--- src/rtl/regpair_seq.sv ---
// Sequencer for 16-bit register-pair updates on a byte-write register file:
// one pair read, then two byte writes in a fixed order, then a done pulse.
module regpair_seq #(
  parameter bit HI_FIRST = 1'b0
) (
  input  logic        clk,
  input  logic        rst,
  input  logic        cmd_valid,
  output logic        cmd_ready,
  input  logic [1:0]  cmd_op,
  input  logic [1:0]  cmd_pair,
  input  logic [15:0] cmd_data,
  output logic        done,
  output logic [15:0] result,
  output logic        flag_h,
  output logic        flag_c,
  output logic [1:0]  rf_rdwn,
  input  logic [15:0] rf_rdw,
  output logic [2:0]  rf_wrn,
  output logic [7:0]  rf_wr,
  output logic        rf_we
);

  localparam logic [2:0] S_IDLE = 3'd0;
  localparam logic [2:0] S_READ = 3'd1;
  localparam logic [2:0] S_WR1  = 3'd2;
  localparam logic [2:0] S_WR2  = 3'd3;
  localparam logic [2:0] S_DONE = 3'd4;

  localparam logic [1:0] OP_LD16  = 2'd0;
  localparam logic [1:0] OP_INC16 = 2'd1;
  localparam logic [1:0] OP_DEC16 = 2'd2;
  localparam logic [1:0] OP_ADD8S = 2'd3;

  logic [2:0]  state;
  logic [1:0]  op_q;
  logic [15:0] data_q;
  logic [15:0] val_q;
  logic        h_q;
  logic        c_q;

  logic [15:0] calc_val;
  logic        calc_h;
  logic        calc_c;
  logic [4:0]  nib_sum;
  logic [8:0]  byte_sum;
  logic        write_hi;

  // New pair value and low-byte carries, evaluated against the pair read in READ.
  always_comb begin
    nib_sum  = {1'b0, rf_rdw[3:0]} + {1'b0, data_q[3:0]};
    byte_sum = {1'b0, rf_rdw[7:0]} + {1'b0, data_q[7:0]};
    calc_val = data_q;
    calc_h   = 1'b0;
    calc_c   = 1'b0;
    case (op_q)
      OP_LD16:  calc_val = data_q;
      OP_INC16: calc_val = rf_rdw + 16'd1;
      OP_DEC16: calc_val = rf_rdw - 16'd1;
      OP_ADD8S: begin
        calc_val = rf_rdw + {{8{data_q[7]}}, data_q[7:0]};
        calc_h   = nib_sum[4];
        calc_c   = byte_sum[8];
      end
      default:  calc_val = data_q;
    endcase
  end

  always_ff @(posedge clk or posedge rst) begin
    if (rst) begin
      state   <= S_IDLE;
      op_q    <= '0;
      data_q  <= '0;
      rf_rdwn <= '0;
      val_q   <= '0;
      h_q     <= 1'b0;
      c_q     <= 1'b0;
      result  <= '0;
      flag_h  <= 1'b0;
      flag_c  <= 1'b0;
    end else begin
      case (state)
        S_IDLE: begin
          if (cmd_valid) begin
            op_q    <= cmd_op;
            data_q  <= cmd_data;
            rf_rdwn <= cmd_pair;
            state   <= S_READ;
          end
        end
        S_READ: begin
          val_q <= calc_val;
          h_q   <= calc_h;
          c_q   <= calc_c;
          state <= S_WR1;
        end
        S_WR1: state <= S_WR2;
        S_WR2: begin
          // Published results stay stable until the next command completes.
          result <= val_q;
          flag_h <= h_q;
          flag_c <= c_q;
          state  <= S_DONE;
        end
        S_DONE:  state <= S_IDLE;
        default: state <= S_IDLE;
      endcase
    end
  end

  // Write port decodes only from state and latched registers.
  always_comb begin
    cmd_ready = (state == S_IDLE);
    done      = (state == S_DONE);
    rf_we     = 1'b0;
    rf_wrn    = '0;
    rf_wr     = '0;
    write_hi  = HI_FIRST;
    if (state == S_WR1 || state == S_WR2) begin
      write_hi = (state == S_WR1) ? HI_FIRST : !HI_FIRST;
      rf_we    = 1'b1;
      rf_wrn   = {rf_rdwn, !write_hi};
      rf_wr    = write_hi ? val_q[15:8] : val_q[7:0];
    end
  end

endmodule

--- config.mk ---
export PLATFORM = sky130hd
export DESIGN_NAME = regpair_seq
export DESIGN_NICKNAME = d
export VERILOG_FILES = /design/src/rtl/regpair_seq.sv
export SDC_FILE = /design/constraint.sdc
export NUM_CORES = 1
export LEC_CHECK = 0
export BUFFER_PORTS_ARGS = -buffer_cell sky130_fd_sc_hd__buf_2
export CORE_UTILIZATION = 49
export DETAILED_ROUTE_END_ITERATION = 12
export GPL_ROUTABILITY_DRIVEN = 0
export PLACE_DENSITY_LB_ADDON = 0.12
export SYNTH_ARGS = -nofsm -noshare
export SYNTH_HDL_FRONTEND = slang
export SYNTH_SLANG_ARGS = --single-unit
--- constraint.sdc ---
create_clock -name clk -period 2.9 [get_ports clk]
set_input_delay 0.435 -clock clk [delete_from_list [all_inputs] [get_ports clk]]
set_output_delay 0.435 -clock clk [all_outputs]
set_load 0.01 [all_outputs]
## Yosys cells after proc, flatten, opt, wreduce, memory -nomap -nowiden

Index checks and enable logic that the tools add are counted.

- Register bits: 59
- Bits in latches: 0
- Bits in writable memories: 0
- Memory bits (read-only): 0
- Bits of input ports: 39
- Logic and storage cells: 36
- Memories: 0

- Add/subtract/negate cells: 5
- $mul: 0
- Div/mod/pow operators: 0
- Magnitude comparators: 0
- Equal/unequal tests: 8
- Shift-type cells: 0
- Muxes and demuxes: 9
- Bitwise operators: 0
- Reduce and logical (&&, ||, !) cells: 4

Operators with widths:

| operator | number |
|---|---|
| $pmux W16 S4 | 1 |
| $add A16 B1 Y16 const B | 1 |
| $add A16 B16 Y16 | 1 |
| $mux W8 | 2 |
| $sub A16 B1 Y16 const B | 1 |
| $pmux W3 S4 | 1 |
| $add A8 B8 Y9 | 1 |
| $eq A3 B2 Y1 const B | 2 |
| $mux W3 | 2 |
| $add A4 B4 Y5 | 1 |
| $eq A2 B2 Y1 const B | 2 |
| $eq A3 B1 Y1 const B | 1 |
| $eq A3 B3 Y1 const B | 1 |
| $logic_not A3 Y1 | 1 |
| $mux W1 | 3 |
| $eq A2 B1 Y1 const B | 1 |
| $logic_not A2 Y1 | 1 |
| $ne A2 B2 Y1 const B | 1 |
| $reduce_and A2 Y1 | 1 |
| $logic_or A1 B1 Y1 | 1 |

## Logic depth before layout (Yosys ltp)

- Word-level depth: 3
- Depth in mapped cells: 13

## Least setup slack after synthesis

OpenSTA, ideal clock, no wires.

- Kind: flip-flop to flip-flop
- From: register op_q[1]
- To: register val_q[8]
- Arrival time: 2.843 ns
- Data required time: 2.831 ns
- Setup slack: -0.011 ns
- Cell stages (with the launch flop): 14
- Cells stage by stage: dfrtp_1 -> clkbuf_1 -> nand2_1 -> or2_2 -> ha_1 -> inv_1 -> fa_1 -> nor2b_4 -> o31ai_2 -> a21oi_2 -> or4_4 -> a2111oi_2 -> a31oi_1 -> nand3_1

- Longest elaborated chain between the ends: 2
- Elaborated cells between the ends (all ways): 5
- Those cells by class: 3 x eq/ne; 1 x mux; 1 x reduce/logical

RTL lines:

| what | line | RTL |
|---|---|---|
| start, declared | 36 | `logic [1:0] op_q;` |
| start signal, assigned | 85 | `op_q <= cmd_op;` |
| $eq A2 B2 Y1 (tied with other cells) | 56 | `case (op_q)` |
| $pmux W16 S4 * | 56 |  |
| end signal, assigned | 92 | `val_q <= calc_val;` |
| end, declared | 38 | `logic [15:0] val_q;` |

Mark *: on every way between the ends. The rest lies on a longest branch, timed or not.
A chain may end at the register's enable or synchronous reset.

## Worst setup path in the final report

- From: register op_q[0]
- To: register val_q[8]

The elaborated chain is that of the path after synthesis.

==> metrics.txt <==
status=finished with violations; failing checks=design-rule violations; Die Footprint=0.00711 sq mm; Slew Limit Fails=0; CTS Root Buffer Type=clkbuf_8; clock-pin slew on the worst setup and hold paths=70 ps; n_diodes=0; grt ovf=0; Setup-failing EPs final=0; syn_nets=382; crit path time final=2820 ps; layout cells sized above 1=36.8%; register area=0.00148 sq mm; final hold vios=0; CTS Sinks=59; CP endpoint kind=register; Main synth FF type=dfrtp_1; max_cap viols=0; Mapped Cells=328; Rel. slew slack=47.6%; clk_skew=6.20 ps; routed length per instance=15.6 um; number of flops mapped to enable cells by yosys=0; global-route wire length before repair=12.7 mm; sequential-to-total area share from yosys stat=44.4%; # port buffers=72; initial antenna violation count=0; CTS tree=built; synth unique cells=45; total core area=0.00646 sq mm; Max Buffers Root-to-Sink=2; via count=2661; number of fill cells=549; Max FO, Critical Path=7; 1st-iter DRT viols=130; Routed WL=7.58 mm; Critical Path AT=3080 ps; fraction of registers with async set/reset=100%; Total GRT Usage=22.7%; Max H-tree Level=3; final core occ=63.0%; vias in the first global route=2475; largest net degree at the start of global routing=30; critical path startpoint category=register; Tcrit/Tclk final=97.1%; DP HPWL=5.47 mm; worst vdd ir=0.490 mV; DR vias/cell=5.49; antenna viol nets, final=0; Worst Tran Pin Value=784 ps; Horiz. Die Dim=84.3 um; DRC viols=16; area of the multi-input gates=0.00180 sq mm; TritonCTS Buffers=9; setup_tns=0 ps; # IOs=73; final setup margin=84.1 ps; YS warnings=0; Critical Path RT=3170 ps; Cell Pwr Density=1220 mW/mm^2; total power draw=4.95 mW; unrepaired setup endpoints after global routing=yes; worst skew pair latency=330 ps; Die Ht=84.3 um; register bit total from synthesis=59; Setup Crit Path Kind=register to register; TritonRoute pass-1 iters=8; Post-CTS Hold Fix Bufs=0; Mean Syn Cell Area=10.1 sq um; Rows=29; Pleak=1.96 nW; Initial Utilization=51.4%; Syn Std Cell Area=0.00332 sq mm; pre-CTS WS=58.3 ps; fmax=355 MHz; hold crit path type=input pin to async pin; Layout area overhead=22.4%; Total Nets Final=457
-- worst paths after layout --
kind | from | slack [ps] | depth (start not counted) | to
min in group clk | cmd_data[4] | 300 | 3 | data_q[4]$_DFFE_PP0P_
hold reg to reg | c_q$_DFFE_PP0P_ | 490 | 2 | c_q$_DFFE_PP0P_
setup reg to reg | op_q[0]$_DFFE_PP0P_ | 80 | 12 | val_q[8]$_DFFE_PP0P_
setup / recovery | op_q[0]$_DFFE_PP0P_ | 80 | 12 | val_q[8]$_DFFE_PP0P_
hold / removal | rst | 160 | 2 | result[2]$_DFFE_PP0P_
max in group asynchronous | rst | 2070 | 3 | data_q[15]$_DFFE_PP0P_
-- per-stage QoR --
| stage | cell area (sq um) | hold WS [ps] | cells |
|---|---|---|---|
| floorplan | 3320 | 445 | 328 |
| global placement | 3760 | 477 | 468 |
| detailed placement | 3760 | 483 | 468 |
| CTS | 4010 | 182 | 484 |
| global route | 4070 | 220 | 485 |
| finish | 4070 | 159 | 485 |
-- synthesized netlist by cell type, types with 2 or more instances --
cell      number  share of area (%)
a211oi_1       4               0.90
o21a_1         6                1.4
buf_2          3               0.45
mux2i_1       13                3.9
nor2_1        30                3.4
nand3_1       12                1.8
xor2_1         2               0.53
and3_1         6                1.1
mux2_2        36                 12
xnor2_1        6                1.6
or4_4          3                1.0
and2_1         4               0.75
inv_1          9                1.0
nor3_1         9                1.4
or2_2          2               0.38
clkbuf_1      12                1.4
a21o_1         4               0.90
nand2_1       31                3.5
nand2b_1       2               0.38
a31oi_1        4               0.75
a21oi_1       18                2.7
or3_1          2               0.38
dfrtp_1       59                 44
ha_1          14                5.3
o21ai_0       16                2.4
o21ai_2        2               0.53
-- area by class of cell --
type | count | area share [%]
timing repair buffer | 79 | 10.2
sequential | 59 | 36.3
clock buffer | 10 | 3.38
clock inverter | 6 | 2.74
multi-input combinational | 245 | 44.2
tap | 77 | 2.37
inverter | 9 | 0.831
-- flip-flops by register name, indices dropped and copies added, names as in the netlist --
name / flops
op_q: 2
rf_rdwn: 2
state: 3
h_q: 1
val_q: 16
data_q: 16
flag_h: 1
flag_c: 1
c_q: 1
result: 16
-- critical path, stage by stage (launching register included) --
cell	delay, ps
dfrtp_1	420
nand2_2	90
or2_2	280
ha_1	210
inv_1	80
fa_2	230
nor2b_4	60
o31ai_4	280
a21oi_4	120
or4_4	510
a2111oi_4	310
a31oi_1	70
nand3_1	80
-- report_power, final --
group,switching (mW),internal (mW)
Clock,0.346,0.596
Sequential,0.349,1.24
Combinational,1.30,1.12
-- layer usage --
metal | wire, um | GRT usage, %
met1 | 3730 | 34.1
met5 | 0 | 0
met2 | 3430 | 33.9
met3 | 378 | 4.52
met4 | 29 | 5.55
-- repair_timing --
action / CTS / global route
setup buffers: 0 / 1
endpoints found under the setup margin: 0 / 6
gates resized for setup: 0 / 8
-- cell usage in the layout, fill, tap and decap left out, types with 6 or more instances in the layout --
cell type  Yosys  final
inv_1          9      8
dfrtp_1       59     59
o21ai_0       16     15
buf_2          3     72
a21oi_1       18     18
mux2_2        36     36
buf_4          0      7
nand3_1       12     12
and3_1         6      6
o21a_1         6      6
xnor2_1        6      6
nand2_1       31     30
clkbuf_8       0     10
nor2_1        30     30
nor3_1         9      9
mux2i_1       13     13
ha_1          14     14
-- logic make-up (layout without fill, tap and decap cells) --
| family | Yosys count | after routing | share of synthesized area, % |
|---|---|---|---|
| muxes | 49 | 49 | 16.1 |
| and+or+nand+nor | 108 | 108 | 16.0 |
| DFF | 59 | 59 | 44.4 |
| adders and majority gates | 15 | 15 | 5.88 |
| xor gates and xnor gates | 8 | 8 | 2.11 |
| buffers and inverters | 24 | 104 | 2.82 |
| AOI/OAI and AO/OA | 65 | 65 | 12.6 |
(Power assumes the default switching activity.)
